`src/rtl/wb_sram_bridge.sv`:
```
// Wishbone slave bridging the management bus onto two 32x512 SRAM macros (port 0).
// Ports: clk_i/rst_i, wbs_* Wishbone slave, o_csb/o_web/o_wmask/o_waddr/o_din and
// i_dout per bank (suffix 0 = adr[11] low, suffix 1 = adr[11] high).
module wb_sram_bridge #(
    parameter logic [31:0] BASE_ADDR = 32'h3000_0000,
    parameter logic [31:0] ADDR_MASK = 32'hFFFF_F000,
    parameter int          AW        = 9,
    parameter int          READ_WAIT = 1
) (
    input  logic          clk_i,
    input  logic          rst_i,
    input  logic          wbs_cyc_i,
    input  logic          wbs_stb_i,
    input  logic          wbs_we_i,
    input  logic [3:0]    wbs_sel_i,
    input  logic [31:0]   wbs_adr_i,
    input  logic [31:0]   wbs_dat_i,
    output logic          wbs_ack_o,
    output logic [31:0]   wbs_dat_o,
    output logic          o_csb0,
    output logic          o_web0,
    output logic [3:0]    o_wmask0,
    output logic [AW-1:0] o_waddr0,
    output logic [31:0]   o_din0,
    input  logic [31:0]   i_dout0,
    output logic          o_csb1,
    output logic          o_web1,
    output logic [3:0]    o_wmask1,
    output logic [AW-1:0] o_waddr1,
    output logic [31:0]   o_din1,
    input  logic [31:0]   i_dout1
);

    typedef enum logic [1:0] {IDLE, RWAIT, ACK} state_t;

    localparam logic [1:0] RW_INIT = 2'(READ_WAIT);

    state_t        state, state_nx;
    logic [1:0]    cnt, cnt_nx;
    logic          bank, bank_nx;
    logic          we_q, we_nx;
    logic          miss_q, miss_nx;

    logic          ack_nx;
    logic [31:0]   dat_nx;
    logic          csb0_nx, csb1_nx;
    logic          web0_nx, web1_nx;
    logic [3:0]    wmask0_nx, wmask1_nx;
    logic [AW-1:0] waddr0_nx, waddr1_nx;
    logic [31:0]   din0_nx, din1_nx;

    logic          req;
    logic          hit;
    logic [AW-1:0] word;

    assign req  = wbs_cyc_i & wbs_stb_i;
    assign hit  = ((wbs_adr_i & ADDR_MASK) == BASE_ADDR);
    assign word = wbs_adr_i[2 +: AW];

    // State and all registered outputs
    always_ff @(posedge clk_i or posedge rst_i) begin
        if (rst_i) begin
            state     <= IDLE;
            cnt       <= '0;
            bank      <= 1'b0;
            we_q      <= 1'b0;
            miss_q    <= 1'b0;
            wbs_ack_o <= 1'b0;
            wbs_dat_o <= '0;
            o_csb0    <= 1'b1;
            o_web0    <= 1'b1;
            o_wmask0  <= '0;
            o_waddr0  <= '0;
            o_din0    <= '0;
            o_csb1    <= 1'b1;
            o_web1    <= 1'b1;
            o_wmask1  <= '0;
            o_waddr1  <= '0;
            o_din1    <= '0;
        end else begin
            state     <= state_nx;
            cnt       <= cnt_nx;
            bank      <= bank_nx;
            we_q      <= we_nx;
            miss_q    <= miss_nx;
            wbs_ack_o <= ack_nx;
            wbs_dat_o <= dat_nx;
            o_csb0    <= csb0_nx;
            o_web0    <= web0_nx;
            o_wmask0  <= wmask0_nx;
            o_waddr0  <= waddr0_nx;
            o_din0    <= din0_nx;
            o_csb1    <= csb1_nx;
            o_web1    <= web1_nx;
            o_wmask1  <= wmask1_nx;
            o_waddr1  <= waddr1_nx;
            o_din1    <= din1_nx;
        end
    end

    // Next-state logic; ACK is entered with ack low for writes and misses,
    // and with ack already high for reads coming out of RWAIT.
    always_comb begin
        state_nx = state;
        unique case (state)
            IDLE: begin
                if (req) begin
                    state_nx = (hit && !wbs_we_i) ? RWAIT : ACK;
                end
            end
            RWAIT: begin
                if (cnt == 2'd0) begin
                    state_nx = wbs_cyc_i ? ACK : IDLE;
                end
            end
            ACK: begin
                if (wbs_ack_o || !wbs_cyc_i) begin
                    state_nx = IDLE;
                end
            end
            default: state_nx = IDLE;
        endcase
    end

    // Output logic; chip selects and write enables default high so each
    // command is presented to the macro for exactly one cycle.
    always_comb begin
        cnt_nx    = cnt;
        bank_nx   = bank;
        we_nx     = we_q;
        miss_nx   = miss_q;
        ack_nx    = 1'b0;
        dat_nx    = wbs_dat_o;
        csb0_nx   = 1'b1;
        web0_nx   = 1'b1;
        wmask0_nx = o_wmask0;
        waddr0_nx = o_waddr0;
        din0_nx   = o_din0;
        csb1_nx   = 1'b1;
        web1_nx   = 1'b1;
        wmask1_nx = o_wmask1;
        waddr1_nx = o_waddr1;
        din1_nx   = o_din1;
        unique case (state)
            IDLE: begin
                if (req) begin
                    we_nx   = wbs_we_i;
                    miss_nx = !hit;
                    cnt_nx  = RW_INIT;
                    if (hit) begin
                        bank_nx = wbs_adr_i[11];
                        if (!wbs_adr_i[11]) begin
                            csb0_nx   = 1'b0;
                            web0_nx   = !wbs_we_i;
                            wmask0_nx = wbs_we_i ? wbs_sel_i : 4'b0000;
                            waddr0_nx = word;
                            din0_nx   = wbs_dat_i;
                        end else begin
                            csb1_nx   = 1'b0;
                            web1_nx   = !wbs_we_i;
                            wmask1_nx = wbs_we_i ? wbs_sel_i : 4'b0000;
                            waddr1_nx = word;
                            din1_nx   = wbs_dat_i;
                        end
                    end
                end
            end
            RWAIT: begin
                if (cnt == 2'd0) begin
                    if (wbs_cyc_i) begin
                        ack_nx = 1'b1;
                        dat_nx = bank ? i_dout1 : i_dout0;
                    end
                end else begin
                    cnt_nx = cnt - 2'd1;
                end
            end
            ACK: begin
                if (!wbs_ack_o && wbs_cyc_i) begin
                    ack_nx = 1'b1;
                    // Out-of-window reads return zero
                    if (miss_q && !we_q) begin
                        dat_nx = '0;
                    end
                end
            end
            default: begin
            end
        endcase
    end

endmodule

```
`config.mk`:
```
export PLATFORM = sky130hd
export DESIGN_NAME = wb_sram_bridge
export DESIGN_NICKNAME = d
export VERILOG_FILES = /design/src/rtl/wb_sram_bridge.sv
export SDC_FILE = /design/constraint.sdc
export NUM_CORES = 1
export LEC_CHECK = 0
export ABC_AREA = 0
export ABC_CLOCK_PERIOD_IN_PS = 6600
export CAP_MARGIN = 40
export CORE_MARGIN = 2
export CORE_UTILIZATION = 46
export CTS_BUF_LIST = sky130_fd_sc_hd__clkbuf_8
export DETAILED_ROUTE_END_ITERATION = 8
export PLACE_DENSITY = 0.87
export SLEW_MARGIN = 10
export SYNTH_ARGS = -nofsm -noshare
export SYNTH_HDL_FRONTEND = slang
export SYNTH_SLANG_ARGS = --single-unit
export TNS_END_PERCENT = 20
```
`constraint.sdc`:
```
create_clock -name clk_i -period 6.6 [get_ports clk_i]
set_input_delay 0.66 -clock clk_i [delete_from_list [all_inputs] [get_ports clk_i]]
set_output_delay 0.66 -clock clk_i [all_outputs]
set_load 0.01 [all_outputs]
```
=== Word-level counts from Yosys, hierarchy flattened ===
Cells that the tools add are included.

* Add/subtract/negate cells: 1
* $mul: 0
* Div/mod/pow operators: 0
* $lt $le $gt $ge: 0
* Equal/unequal tests: 10
* Shift-type cells: 0
* Mux-type cells: 36
* Bitwise gates (word level): 2
* Reduce and logical (&&, ||, !) cells: 20

{| class="wikitable"
|+ Operators with widths
! operator !! number
|-
| 2-to-1 mux 32 bit || 5
|-
| case mux 32 bit (2 select lines) || 1
|-
| == test 20 x 18 -> 1 bit (second input constant) || 1
|-
| 2-to-1 mux 1 bit || 19
|-
| 2-to-1 mux 2 bit || 7
|-
| != test 2 bit (second input constant) || 7
|-
| AND reduction 3 bit || 3
|-
| AND reduction 4 bit || 2
|-
| case mux 2 bit (3 select lines) || 1
|-
| logical NOT 1 bit || 5
|-
| AND reduction 5 bit || 1
|-
| logical NOT 2 bit || 2
|-
| 2-to-1 mux 4 bit || 1
|-
| case mux 2 bit (2 select lines) || 1
|-
| nonzero test 2 bit || 2
|-
| logical AND 1 bit || 3
|-
| == test 2 x 1 -> 1 bit (second input constant) || 1
|-
| == test 2 bit (second input constant) || 1
|-
| case mux 1 bit (2 select lines) || 1
|-
| AND reduction 2 bit || 1
|-
| subtractor 2 x 1 -> 2 bit (second input constant) || 1
|-
| bitwise AND 1 bit || 1
|-
| logical OR 1 bit || 1
|-
| NOT 1 bit || 1
|}

* Register bits: 134
* Bits in latches: 0
* Memory bits (writable): 0
* Bits in read-only memories: 0
* Output and inout bits: 127
* Logic and storage cells: 86
* Memories: 0

=== Longest topological paths before layout ===
* Word-level depth: 5
* Depth in mapped cells: 8
* Depth with buffers taken out: 6

=== Least setup slack after synthesis ===
Ideal clock, no wire load.

* Kind: in2reg
* From: in wbs_adr_i[13]
* To: reg o_din1[10]
* Library setup time: 0.125 ns
* Arrival: 2.192 ns
* Data required time: 6.475 ns
* Path slack: 4.283 ns
* Cell stages on the path: 6
* Path through: nor4_2 > nand3_2 > or4_4 > buf_6 > buf_12 > mux2_4

* Longest elaborated chain between the ends: 2

{| class="wikitable"
|+ RTL lines
! item !! line !! text
|-
| start: declaration || 16 || <nowiki>input logic [31:0] wbs_adr_i,</nowiki>
|-
| == test 20 x 18 -> 1 bit || 57 || <nowiki>assign hit = ((wbs_adr_i & ADDR_MASK) == BASE_ADDR);</nowiki>
|-
| AND reduction 4 bit (no line) || - ||
|-
| end signal: assignment || 97 || <nowiki>o_din1 <= din1_nx;</nowiki>
|-
| end: declaration || 30 || <nowiki>output logic [31:0] o_din1,</nowiki>
|}

Every way passes these cells.
A chain may end at the register's enable or synchronous reset.

=== Worst setup path after layout ===
* From: in wbs_adr_i[14]
* To: reg o_waddr1[3]

* Longest elaborated chain between the ends: 2

{| class="wikitable"
|+ RTL lines
! item !! line !! text
|-
| == test 20 x 18 -> 1 bit || 57 ||
|-
| AND reduction 4 bit (no line) || - ||
|-
| end signal: assignment || 96 || <nowiki>o_waddr1 <= waddr1_nx;</nowiki>
|-
| end: declaration || 29 || <nowiki>output logic [AW-1:0] o_waddr1,</nowiki>
|}

Every way passes these cells.

==> impl_metrics.ini <==
[placement]
port_buffers = 261
place_inst = 819
place_hpwl_mm = 10.54
gp_congestion = 0.7944

[logic_synthesis]
synth-seq-cells = 134
postSynthAreaPerCell_um2 = 14.25
syn-cell-area_um2 = 5799
yosys-top-cells-area = dfrtp_1 (56%), mux2_4 (10%), mux2_2 (9.9%)
yosysSeqAreaShare = 0.5791
synth_cell_type_count = 39
synth_warnings = 0
synth_edf_count = 0
synth_top_area_cell = dfrtp_1
yosysMostFrequentCell = dfrtp_1
syn_nets = 548
synthCells = 407
synthTopCellsByCount = dfrtp_1 (130), mux2_2 (51), nand2_1 (41)
synth-async-reset-ratio = 1.000
synth_top_area_share = 0.5609
synthFlopType = dfrtp_1

[grt]
grtUsageTotal = 0.2162
use_met3 = 0.05189
met1_usage = 0.2501
grt_pass1_vias = 4526
grt_max_degree = 80
grt_util_met2 = 0.3795
grt_busiest_layer = met2
grt_first_pass_wirelength_mm = 22.34
antenna_found_initial = 0
grt_overflow = 0

[floorplan]
die-area_um2 = 13520
fp.dieH_um = 116.3
die-width_um = 116.3
pin_count = 264
core-area_um2 = 12470
start_util = 0.4652
row_count = 41

[cells_and_area]
regArea_um2 = 3359
diodes = 0
instances_no_fill = 851
multi_input_area_um2 = 2235
layout-drive-gt1-share = 0.2018
final_nets = 808
area_growth_pct = 52.97
fill_cells = 855

[power]
ir_worst_vdd_mv = 0.1546
p_leak_uw = 0.004262
power.total_uw = 2212
p_per_area_nw_per_um2 = 249.3

[clocking]
cts_buffers = 17
cts_resized = 0
cts_tree = built
cts_hold_buf = 0
path_clk_slew_ns = 0.07
clock_sinks = 134
cts-root-buf = clkbuf_8
cts_setup_buffers = 0
htreeDepth = 4
worstSkewPairLatency_ns = 0.43
cts_buffer_depth = 2

[worst_setup_path]
worst-setup-path-type = in2reg
arrival_ns = 2.94
r2r-end = o_waddr1[3]
cp-end-kind = register
cp_max_fo = 46
rrSetupSlack_ns = 4.02
r2r-start = state[0]
cp-start-kind = input pin
rr_worst_depth = 5
crit_required_ns = 6.91

[min_path]
min_delay_worst_endpoint = wbs_dat_o[17]
hold_class = reg2reg
worstHoldStart = wbs_dat_o[17]
hold_depth = 2

[route]
final_antenna_net_count = 0
wl_per_cell_um = 17.06
drc = 0
drtIter0Drc = 234
firstDrtPassIters = 4
drt-total-wl_mm = 14.52
vias = 4300
via_per_inst = 5.053

[timing]
fmax_ghz = 0.3802
hold_viol_final = 0
maxSlewHeadroom = 0.4061
fin_tns_setup_ns = 0
finalCriticalPeriod_ns = 2.630
worst_slew_pin_slew_ns = 0.8908
setup_viol_count_final = 0
final_max_slew_viol_count = 0
worst_clock_skew_ns = 0.007437
grt_setup_unrepaired = no
fin_crit_sh = 0.3985

[run_status]
run_status = completed

[flow_run]
maxCapViolCount = 0
## how the worst max path moves through the flow
stage | from | end | slack [ns] | cells after the start
final | wbs_adr_i[14] | o_waddr1[3] | 3.97 | 5
after global routing | wbs_adr_i[14] | o_din1[22] | 3.88 | 5
after CTS | wbs_adr_i[18] | o_din1[13] | 4.00 | 5
after detailed placement | wbs_adr_i[18] | o_din1[22] | 3.53 | 5
after global placement | wbs_adr_i[13] | o_din1[23] | 3.58 | 5
after floorplan | rst_i | bank | 2.36 | 1
## through the flow
stage / utilization / cell area, um2 / hold slack (ns) / setup WS [ns]
finish: 0.7116 / 8871 / 0.4788 / 3.970
global route: 0.7116 / 8871 / 0.5065 / 3.883
CTS: 0.7100 / 8851 / 0.4810 / 4.003
detailed placement: 0.6811 / 8491 / 0.4649 / 3.531
global placement: 0.6811 / 8491 / 0.4594 / 3.577
floorplan: - / 5799 / 0.4804 / 2.364
## critical path, cell delays in order
cell	delay, ns
clkdlybuf4s50_1	0.41
nor4_2	0.31
nand3_2	0.19
or4_4	0.89
mux2_4	0.43
## registers in the layout, summed over array words and instances, names as in the netlist, 2 cells and up
| signal | cells |
|---|---|
| o_din0 | 32 |
| o_din1 | 32 |
| wbs_dat_o | 32 |
| o_waddr0 | 9 |
| o_waddr1 | 9 |
| o_wmask0 | 4 |
| o_wmask1 | 4 |
| cnt | 2 |
| state | 2 |
## logic make-up after synthesis
logic type,synth area share
compound gates,0.05912
fa+ha+maj,0.008630
buf+inv,0.03560
flops,0.5791
mux,0.2591
simple gates,0.05847
## where the power goes
group	switching [uW]	internal, uW	leakage, uW
sequential	58.5	928	0.00181
clock	295	319	0.000200
combinational	290	320	0.00225
## cells in the final DEF (no fill, tap or decap), types with 3 or more instances in the layout
cell | Yosys | layout
clkinv_2 | 0 | 6
buf_4 | 0 | 4
o31ai_1 | 33 | 33
clkdlybuf4s50_1 | 0 | 261
mux2_2 | 51 | 51
ha_1 | 4 | 4
nand3_1 | 3 | 3
clkbuf_8 | 0 | 20
a21oi_1 | 3 | 3
inv_1 | 9 | 10
nand2_1 | 41 | 41
mux2_4 | 39 | 39
dfrtp_1 | 130 | 129
nor4_2 | 3 | 3
dfstp_2 | 4 | 4
and2_1 | 4 | 4
mux2i_1 | 32 | 32
## area by class of cell
type | count | area share
Sequential cell | 134 | 0.3787
Timing Repair Buffer | 266 | 0.3001
Multi-Input combinational cell | 239 | 0.2519
Clock buffer | 20 | 0.03103
Tap cell | 172 | 0.02426
Clock inverter | 11 | 0.009591
Inverter | 9 | 0.004372
## metal layers
| layer | vias up | share of wire |
|---|---|---|
| met5 | - | 0 |
| met4 | 0 | 0.033 |
| met2 | 175 | 0.52 |
| met3 | 35 | 0.065 |
| li1 | 1982 | - |
| met1 | 2108 | 0.39 |
(Power assumes the default switching activity.)
